$ cat config.mk
export PLATFORM = sky130hd
export DESIGN_NAME = int_sched
export DESIGN_NICKNAME = d
export VERILOG_FILES = /design/src/rtl/int_sched.sv
export SDC_FILE = /design/constraint.sdc
export NUM_CORES = 1
export LEC_CHECK = 0
export ABC_AREA = 1
export CAP_MARGIN = 20
export CORE_MARGIN = 5
export CORE_UTILIZATION = 36
export DETAILED_ROUTE_END_ITERATION = 7
export DONT_BUFFER_PORTS = 1
export SETUP_SLACK_MARGIN = 0.2
export SLEW_MARGIN = 20
export SYNTH_ARGS = -nofsm -noshare
export SYNTH_HDL_FRONTEND = slang
export SYNTH_SLANG_ARGS = --single-unit
$ cat constraint.sdc
create_clock -name clk -period 1.6 [get_ports clk]
set_clock_uncertainty 0.15 [all_clocks]
set_input_delay 0 -clock clk [delete_from_list [all_inputs] [get_ports clk]]
set_output_delay 0 -clock clk [all_outputs]
set_load 0.03 [all_outputs]
$ cat src/rtl/int_sched.sv
// int_sched: interrupt scheduler for the device bus (window 0x7f20-0x7f2f).
// Latches up to N_SRC interrupt lines into pending bits, masks them, and
// presents the lowest-index request to CP0 with an ack / EOI handshake.
// Optional build macro INT_SCHED_LAT_CNT_EN adds a request-latency counter
// readable at word offset 3.
module int_sched #(
    parameter int unsigned           N_SRC     = 4,
    parameter logic [N_SRC-1:0]      EDGE_MASK = 'b0011
) (
    input  logic             clk,
    input  logic             reset,
    input  logic [1:0]       addr,
    input  logic             we,
    input  logic [31:0]      wdata,
    output logic [31:0]      rdata,
    input  logic [N_SRC-1:0] irq_in,
    input  logic             int_ack,
    output logic             irq_out,
    output logic [3:0]       irq_id
);

    typedef enum logic [1:0] {
        IDLE = 2'd0,
        REQ  = 2'd1,
        SERV = 2'd2,
        BAD  = 2'd3
    } state_t;

    localparam logic [15:0] EDGE16 = 16'(EDGE_MASK);

    state_t           r_state;
    logic [N_SRC-1:0] r_pend;
    logic [N_SRC-1:0] r_mask;
    logic [N_SRC-1:0] r_prev;
    logic             r_irq_out;
    logic [3:0]       r_irq_id;

    logic [N_SRC-1:0] w_req;
    logic [15:0]      w_req16;
    logic             w_cur_req;
    logic [3:0]       w_winner;
    logic             w_found;
    logic             w_eoi;
    logic [N_SRC-1:0] w_w1c;
    logic             w_ack_take;
    logic [15:0]      w_ack_clr16;
    logic [N_SRC-1:0] w_ack_clr;
    logic [N_SRC-1:0] w_set;
    logic [N_SRC-1:0] w_pend_nxt;
    logic             w_unused;

    assign irq_out  = r_irq_out;
    assign irq_id   = r_irq_id;
    assign w_unused = ^wdata;

    // Request vector, priority pick and pending-bit next state.
    always_comb begin
        w_req   = r_pend & r_mask;
        w_req16 = '0;
        w_req16[N_SRC-1:0] = w_req;
        w_cur_req = w_req16[r_irq_id];

        w_winner = '0;
        w_found  = 1'b0;
        for (int unsigned i = 0; i < N_SRC; i++) begin
            if (w_req[i] && !w_found) begin
                w_winner = 4'(i);
                w_found  = 1'b1;
            end
        end

        w_eoi = we && (addr == 2'd2);
        w_w1c = (we && (addr == 2'd0)) ? wdata[N_SRC-1:0] : '0;

        // A dropped request beats an ack in the same cycle.
        w_ack_take  = (r_state == REQ) && w_cur_req && int_ack;
        w_ack_clr16 = '0;
        if (w_ack_take)
            w_ack_clr16[r_irq_id] = EDGE16[r_irq_id];
        w_ack_clr = w_ack_clr16[N_SRC-1:0];

        w_set      = (irq_in & ~r_prev & EDGE_MASK) | (irq_in & ~EDGE_MASK);
        // Clears first, then sets, so a new event always survives.
        w_pend_nxt = (r_pend & ~(w_w1c | w_ack_clr)) | w_set;
    end

    // Pending, mask and edge-history registers.
    always_ff @(posedge clk or negedge reset) begin
        if (!reset) begin
            r_pend <= '0;
            r_mask <= '0;
            r_prev <= '0;
        end else begin
            r_pend <= w_pend_nxt;
            r_prev <= irq_in;
            if (we && (addr == 2'd1))
                r_mask <= wdata[N_SRC-1:0];
        end
    end

    // Request / service handshake FSM with registered outputs.
    always_ff @(posedge clk or negedge reset) begin
        if (!reset) begin
            r_state   <= IDLE;
            r_irq_out <= 1'b0;
            r_irq_id  <= '0;
        end else begin
            case (r_state)
                IDLE: begin
                    if (|w_req) begin
                        r_state   <= REQ;
                        r_irq_out <= 1'b1;
                        r_irq_id  <= w_winner;
                    end
                end
                REQ: begin
                    if (!w_cur_req) begin
                        r_state   <= IDLE;
                        r_irq_out <= 1'b0;
                        r_irq_id  <= '0;
                    end else if (int_ack) begin
                        r_state   <= SERV;
                        r_irq_out <= 1'b0;
                    end
                end
                SERV: begin
                    r_irq_out <= 1'b0;
                    if (w_eoi) begin
                        r_state  <= IDLE;
                        r_irq_id <= '0;
                    end
                end
                default: begin
                    r_state   <= IDLE;
                    r_irq_out <= 1'b0;
                    r_irq_id  <= '0;
                end
            endcase
        end
    end

`ifdef INT_SCHED_LAT_CNT_EN
    logic [31:0] r_lat_cnt;

    // Cycles spent in REQ for the latest request; saturating, holds outside REQ.
    always_ff @(posedge clk or negedge reset) begin
        if (!reset)
            r_lat_cnt <= '0;
        else if (we && (addr == 2'd3))
            r_lat_cnt <= '0;
        else if ((r_state == IDLE) && (|w_req))
            r_lat_cnt <= '0;
        else if ((r_state == REQ) && (r_lat_cnt != '1))
            r_lat_cnt <= r_lat_cnt + 32'd1;
    end
`endif

    // Combinational register read mux.
    always_comb begin
        rdata = '0;
        case (addr)
            2'd0: rdata[N_SRC-1:0] = r_pend;
            2'd1: rdata[N_SRC-1:0] = r_mask;
            2'd2: begin
                rdata[3:0] = r_irq_id;
                rdata[4]   = r_irq_out;
                rdata[9:8] = r_state;
            end
            default: begin
`ifdef INT_SCHED_LAT_CNT_EN
                rdata = r_lat_cnt;
`else
                rdata = '0;
`endif
            end
        endcase
    end

endmodule

# --- Word level (Yosys, flattened, before mapping) ---
# Memory sizes are Yosys's and may differ from the RTL's.
# Cells that the tools add are included.
totals:
  n_memories: 1
  rom_bits: 16
  output_inout_bits: 37
  reg_bits: 17
  input_bits: 42
memory_table:
  columns: ["name", "depth", "word_bits", "read_ports", "rd_ports_with_merged_regs", "write_ports", "line", "text"]
  rows:
  - ["(name not given)", 16, 1, 1, 0, 0, "79", "w_ack_clr16[r_irq_id] = EDGE16[r_irq_id];"]
classes:
  n_lt_le_gt_ge: 2
  bitwise_logic: 9
  n_reduce_logical: 18
  n_eq_ne: 8
  muxes: 29
ops:
  columns: ["operator", "n"]
  rows:
  - ["4-bit one-hot mux with 3 select lines", 2]
  - ["4-bit 2-to-1 mux", 5]
  - ["2-bit 2-to-1 mux", 7]
  - ["4-bit bitwise AND", 3]
  - ["1-bit 2-to-1 mux", 11]
  - ["1-bit logical AND", 9]
  - ["4-bit bitwise OR", 2]
  - ["2-bit != test (second input constant)", 3]
  - ["2-bit one-hot mux with 3 select lines", 1]
  - ["3-bit AND reduction", 2]
  - ["4-bit by 5-bit < comparator with 1-bit output (second input constant)", 1]
  - ["1-bit binary-select mux with 4-bit select", 1]
  - ["1-bit demux with 4-bit select", 1]
  - ["2-bit by 1-bit equality test with 1-bit output (second input constant)", 2]
  - ["2-bit equality test (second input constant)", 2]
  - ["4-bit by 1-bit greater-or-equal comparator with 1-bit output (second input constant)", 1]
  - ["2-bit logical NOT", 2]
  - ["4-bit NOT", 1]
  - ["2-bit by 4-bit bitwise OR with 4-bit output", 1]
  - ["4-bit OR reduction", 1]
  - ["1-bit logical NOT", 3]
  - ["3-bit != test (second input constant)", 1]
  - ["2-bit bitwise AND", 1]
  - ["2-bit NOT", 1]
  - ["other kinds (2)", 2]

# --- Logic depth before layout (Yosys ltp) ---
# Gate-level depths: netlist of run 1.
depth:
  word_depth: 13
  mapped_depth: 9
  mapped_depth_nobuf: 9

# --- Worst setup path before layout of run 1 ---
# OpenSTA, ideal clock, no wires.
synth_path:
  kind: "flip-flop to flip-flop"
  startpoint: "reg r_irq_id[0], in the netlist irq_id[0]"
  endpoint: "reg r_irq_id[0], in the netlist irq_id[0]"
  stages_incl_launch_ff: 10
  setup_slack_ns: 0.215
  setup_time_ns: 0.119
  arrival_time_ns: 1.117
  path_cell_list: "dfrtp_1 > inv_2 > nand3_1 > nand2_1 > nand2_1 > nand2_2 > nand2_2 > nand3_2 > nand2_1 > nand2_1"
synth_between:
  elab_chain_len: 4
synth_rtl:
  columns: ["item", "line", "text"]
  rows:
  - ["start, declared", "36", "logic [3:0] r_irq_id;"]
  - ["start signal, assigned", "113", "r_irq_id <= w_winner;"]
  - ["1-bit binary-select mux with 4-bit select", "61", "w_cur_req = w_req16[r_irq_id];"]
  - ["1-bit 2-to-1 mux (not written as such)", "61", null]
  - ["2-bit != test (no source line)", null, null]
  - ["3-bit AND reduction (no source line)", null, null]
# No other way between the ends. The select of a mux whose other input is x is not followed.
# A chain may end at the register's enable or synchronous reset.

# --- Worst setup path in the final report of run 1 ---
layout_path:
  startpoint: "reg r_pend[3]"
  endpoint: "reg r_pend[3]"
layout_between:
  elab_chain_len: 10
layout_rtl:
  columns: ["item", "line", "text"]
  rows:
  - ["start, declared", "32", "logic [N_SRC-1:0] r_pend;"]
  - ["start signal, assigned", "94", "r_pend <= w_pend_nxt;"]
  - ["4-bit bitwise AND", "58", "w_req = r_pend & r_mask;"]
  - ["1-bit binary-select mux with 4-bit select", "61", null]
  - ["1-bit 2-to-1 mux (not written as such)", "61", null]
  - ["1-bit logical AND (2 in series)", "76", "w_ack_take = (r_state == REQ) && w_cur_req && int_ack;"]
  - ["4-bit 2-to-1 mux", "78", "if (w_ack_take)"]
  - ["4-bit bitwise OR", "84", "w_pend_nxt = (r_pend & ~(w_w1c | w_ack_clr)) | w_set;"]
  - ["4-bit NOT", "84", null]
  - ["4-bit bitwise AND (*)", "84", null]
  - ["4-bit bitwise OR (*)", "84", null]
  - ["via w_pend_nxt[3]", "49", "logic [N_SRC-1:0] w_pend_nxt;"]
# Mark *: on every way through the listed nets, which the timed path passes. The rest lies on a longest branch. The select of a mux whose other input is x is not followed.

==> out/results.tsv, run 1 <==
metric	value	unit
status	finished, violations left	
violations	negative hold slack	
h-tree-depth	1	
first_pass_iters	4	
finalSetupViolCount	0	
synth_top_family_by_area	buffers and inverters	
clockBufferDepth	2	
final_common_cell	nand2_1	
yosys.area_share.adder	0	
drv_slew	0	
path_max_fanout	4	
start_util	0.369	
routed_via_density	4.39	
utilization	0.428	
crit_arrival	1.39	ns
yosysSeqAreaShare	0.372	
rsz0062_at_grt	yes	
cts_tree	yes	
power.total	1490	uW
ctsHoldBuffers	15	
period_share	0.857	
n_antenna_cell	0	
rr_worst_depth	3	
synth_area_leaders	dfrtp_1, buf_4, nand2_1, inv_1, nand3_1	
synthXorXnorAreaFrac	0	
die_h	63.0	microns
design.die.area	3960	sq um
worstMarginPinSlew	0.689	ns
async_flop_share	1.00	
ys_types	17	
clkTransAtPathRegs	0.09	ns
regToRegSetupSlack	0.23	ns
synthCells	139	
startpoint_type	flip-flop	
hold_path_class	in -> reg	
whs	-0.155	ns
fin_tns_setup	0	ns
setup_ws	0.228	ns
place.gp.congestion	0.886	
synth_area_leader_cell	dfrtp_1	
power_switching	703	uW
sequentialPowerShare	0.400	
maxCapViolations	0	
cts_root_buffer	clkbuf_4	
syn_area	1010	sq um
yosys.area_share.simple	0.273	
hold_viol_final	1	
fin_crit	1.37	ns
path_class	reg -> reg	
max_slew_margin	0.539	
cts_made_buffers	3	
dieWidth	63.0	microns
end_kind	flip-flop	
yosysWarnings	0	
ios	79	
ir_drop	0.000683	V
synth_edf_count	0	
final_net_count	206	
drc	0	
avgSynthCellArea	7.26	sq um
rows	19	
worstPathRequired	1.62	ns
clock-sinks	15	
hold-path-cell-count	4	
holdPathEnd	r_pend[2]	
max_freq	0.729	GHz
ys.flop_type	dfrtp_1	
port_buffers	0	
grt_pass1_vias	782	
powerDensity	1270	nW/um^2
synth_compound_area_frac	0.0768	
clkPwrFrac	0.145	
grt_antenna_before_repair	0	
drtIter0Drc	12	
muxShareOfSynthArea	0	
regToRegStartpoint	r_pend[3]	
post_drt_wl_per_cell	10.9	microns
share_comb_of_total_power	0.456	
post-place-ws	0.283	ns
hp-start	addr[1]	
groute.usage.overall	0.105	
core	2730	sq um
grt_pass1_wl	3350	microns
overflow	0	
timing.rr.end	r_pend[3]	
place.detailed.hpwl	1690	microns
vias	852	
grt_max_degree	16	
routed_wirelength	2120	microns
layout-drive-gt1-share	0.141	
clk_latency	0.28	ns
layout_common_cells	nand2_1, conb_1, inv_1, dlygate4sd3_1, dfrtp_1	
p_leak	0.000630	uW
switching_share	0.472	
placed_area	988	sq um
synth.top_cell.area_share	0.372	
fin_area	1170	sq um
ant_nets	0	
intPower	786	uW
ys_ff_latch	15	
syn2layout_area_growth	16.0	%
worst max-delay path: stages, from the launching register on:
cell and delay [ns]:
dfrtp_1 0.42, o21ai_1 0.09, nand2_1 0.06, dlygate4sd3_1 0.55
layer usage:
layer,wire (microns),GRT usage,up-vias
li1,-,-,427
met1,802,0.115,378
met2,1040,0.179,43
met3,250,0.0396,4
met4,30,0.0424,0
met5,0,0,-
flip-flops by register name, summed over array words and instances (netlist names):
register and cells:
irq_id 2, irq_out 1, r_mask 4, r_pend 4, r_prev 2, r_state 2
worst max path at each step:
| stage | to | cells after the start | slack [ns] | from |
|---|---|---|---|---|
| after floorplan | irq_id[0] | 9 | 0.21 | irq_id[0] |
| after global placement | irq_out | 6 | 0.33 | r_state[1] |
| after detailed placement | r_state[0] | 8 | 0.28 | irq_id[0] |
| after CTS | r_pend[3] | 5 | 0.22 | we |
| after global routing | r_pend[3] | 3 | 0.18 | r_pend[3] |
| final | r_pend[3] | 3 | 0.23 | r_pend[3] |
layout make-up:
type / count / area [sq um]
Tap cell: 31 / 38.8
Fill cell: 276 / 1560
Multi-Input combinational cell: 103 / 459
Timing Repair Buffer: 21 / 193
Clock buffer: 3 / 22.5
Inverter: 20 / 75.1
Sequential cell: 15 / 378
Clock inverter: 1 / 5.00
power groups by stage:
| stage | sequential (uW) | clock (uW) | combinational, uW |
|---|---|---|---|
| finish | 595 | 216 | 679 |
| global placement | 588 | 0 | 634 |
| CTS | 589 | 227 | 685 |
| floorplan | 604 | 0 | 516 |
| detailed placement | 597 | 0 | 646 |
| global route | 605 | 249 | 761 |
synth_stat cells (2+ instances only):
cell and instances:
nand2_1 38, buf_4 27, inv_1 17, dfrtp_1 15
nand3_1 9, nor2_1 8, o21ai_1 7, nand2_2 3
a22o_1 2, inv_2 2, nand3_2 2, nand4_1 2
o211ai_1 2, o21ai_0 2
per-stage QoR:
stage | std cells | hold slack, ns
CTS | 194 | -0.00463
global route | 194 | -0.134
detailed placement | 175 | -0.445
floorplan | 165 | -0.446
finish | 194 | -0.155
global placement | 175 | -0.445
logic make-up (layout without fill, tap and decap cells):
group	count (synthesis)	in the layout
other	1	27
buffers and inverters	47	45
and+or+nand+nor	63	63
DFF	15	15
AOI/OAI and AO/OA	13	13
timing repair:
item	4_1_cts	5_1_grt
endpoints found under the setup margin	0	9
resized for setup	0	4
setup buffers	0	1
hold endpoints to repair	30	1
Power figures use the tool's default switching activity.
==> run 2, diff against run 1 <==
--- a/config.mk
+++ b/config.mk
@@ -7,10 +7,13 @@
 export LEC_CHECK = 0
 export ABC_AREA = 1
 export CAP_MARGIN = 20
+export CELL_PAD_IN_SITES_DETAIL_PLACEMENT = 0
+export CELL_PAD_IN_SITES_GLOBAL_PLACEMENT = 1
 export CORE_MARGIN = 5
 export CORE_UTILIZATION = 36
 export DETAILED_ROUTE_END_ITERATION = 7
 export DONT_BUFFER_PORTS = 1
+export PLACE_DENSITY_LB_ADDON = 0.1
 export SETUP_SLACK_MARGIN = 0.2
 export SLEW_MARGIN = 20
 export SYNTH_ARGS = -nofsm -noshare
==> out/results.tsv, run 2 (same netlist as run 1, synthesis figures left out) <==
metric	value	unit	change
drv_slew	0		unchanged
groute.usage.overall	0.116		+0.0109
status	complete, no violations		
design.die.area	3960	sq um	unchanged
clkTransAtPathRegs	0.09	ns	about the same
start_util	0.369		unchanged
max_slew_margin	0.547		+0.00787
final_net_count	214		+3.9%
regToRegStartpoint	r_pend[3]		
regToRegSetupSlack	0.24	ns	about the same
hold_viol_final	0		-1
finalSetupViolCount	0		unchanged
rsz0062_at_grt	yes		
timing.rr.end	r_pend[3]		
syn2layout_area_growth	23.3	%	
dieWidth	63.0	microns	unchanged
layout_common_cells	nand2_1, conb_1, inv_1, dlygate4sd3_1, dfrtp_1		
drtIter0Drc	22		+10
post_drt_wl_per_cell	11.3	microns	+2.9%
reg_top3	r_mask: 4 flops, r_pend: 4 flops		
routed_wirelength	2280	microns	+7.1%
maxCapViolations	0		unchanged
path_max_fanout	3		-1
whs	0.0377	ns	+0.193 ns
die_h	63.0	microns	unchanged
clk_latency	0.28	ns	about the same
port_buffers	0		unchanged
path_class	in -> reg		
startpoint_type	input port		
fillCellCount	277		+0.36%
n_antenna_cell	0		unchanged
fin_crit	1.37	ns	-0.00584 ns
ir_drop	0.000779	V	+14%
p_leak	0.000667	uW	+5.8%
place.detailed.hpwl	1740	microns	+3.2%
end_kind	flip-flop		
cts_root_buffer	clkbuf_4		
cts_tree	yes		
grt_max_degree	16		unchanged
period_share	0.854		-0.00365
first_pass_iters	4		unchanged
worstMarginPinSlew	0.677	ns	-0.0118 ns
h-tree-depth	1		unchanged
core	2730	sq um	unchanged
rows	19		unchanged
hold_path_class	in -> async		
worstPathRequired	1.62	ns	about the same
place.gp.congestion	0.777		-12%
drc	0		unchanged
fin_tns_setup	0	ns	unchanged
overflow	0		unchanged
layout-drive-gt1-share	0.175		+0.0343
grt_pass1_wl	3660	microns	+9.5%
max_freq	0.732	GHz	+0.43%
grt_pass1_vias	843		+7.8%
clock-sinks	15		unchanged
powerDensity	1230	nW/um^2	-3.1%
final_common_cell	nand2_1		
crit_arrival	1.38	ns	about the same
ios	79		unchanged
ant_nets	0		unchanged
routed_via_density	4.33		-1.5%
vias	874		+2.6%
utilization	0.455		+0.0270
rr_worst_depth	3		unchanged
cts_made_buffers	3		unchanged
clockBufferDepth	2		unchanged
grt_antenna_before_repair	0		unchanged
## run 2: stage by stage
step | instance area, sq um | setup slack [ns] | std cells | total power (uW)
global route | 1240 | 0.187 | 202 | 1660
floorplan | 1110 | 0.215 | 165 | 1120
finish | 1240 | 0.234 | 202 | 1530
detailed placement | 1000 | 0.304 | 177 | 1250
CTS | 1200 | 0.202 | 198 | 1520
global placement | 1000 | 0.316 | 177 | 1240
## run 2: metal layers
layer	track usage	part of all wire	vias up	wire length [microns]
met5	0	0	-	0
met4	0.0610	0.014	0	31
met3	0.0252	0.083	4	188
met2	0.197	0.51	34	1150
met1	0.133	0.40	396	905
li1	-	-	440	-
## run 2: how the worst max path moves through the flow
stage               from        end  slack (ns)  depth (start not counted)
6_report              we  r_pend[2]        0.23                          5
5_1_grt        r_pend[3]  irq_id[0]        0.19                          8
4_1_cts               we  r_pend[2]        0.20                          5
3_5_place_dp   r_pend[3]  irq_id[0]        0.30                          8
3_3_place_gp   irq_id[0]    irq_out        0.32                          8
2_1_floorplan  irq_id[0]  irq_id[0]        0.21                          9
## run 2: layout make-up
class,count,area [sq um],share of cell area
sequential,15,375,0.302
inverter,20,75.1,0.0603
clock buffer,4,26.3,0.0211
timing repair buffer,29,258,0.207
multi-input combinational,103,472,0.379
tap,31,38.8,0.0312
## run 2: critical path, stage by stage
cell and delay [ns]:
dlygate4sd3_1 0.56, nand2_2 0.09, o21ai_2 0.12, nand2_1 0.06, dlygate4sd3_1 0.55
## run 2: what timing repair did
item                                    CTS  global route
buffers inserted                          0             5
endpoints found under the hold margin    30             2
gates resized for setup                   0             6
endpoints found under the setup margin    0             9
hold buffers                             17             1
## run 2: report_power, final
| group | internal [uW] | switching (uW) | total [uW] |
|---|---|---|---|
| logic | 258 | 476 | 733 |
| registers | 469 | 114 | 583 |
| clock network | 96.8 | 120 | 217 |
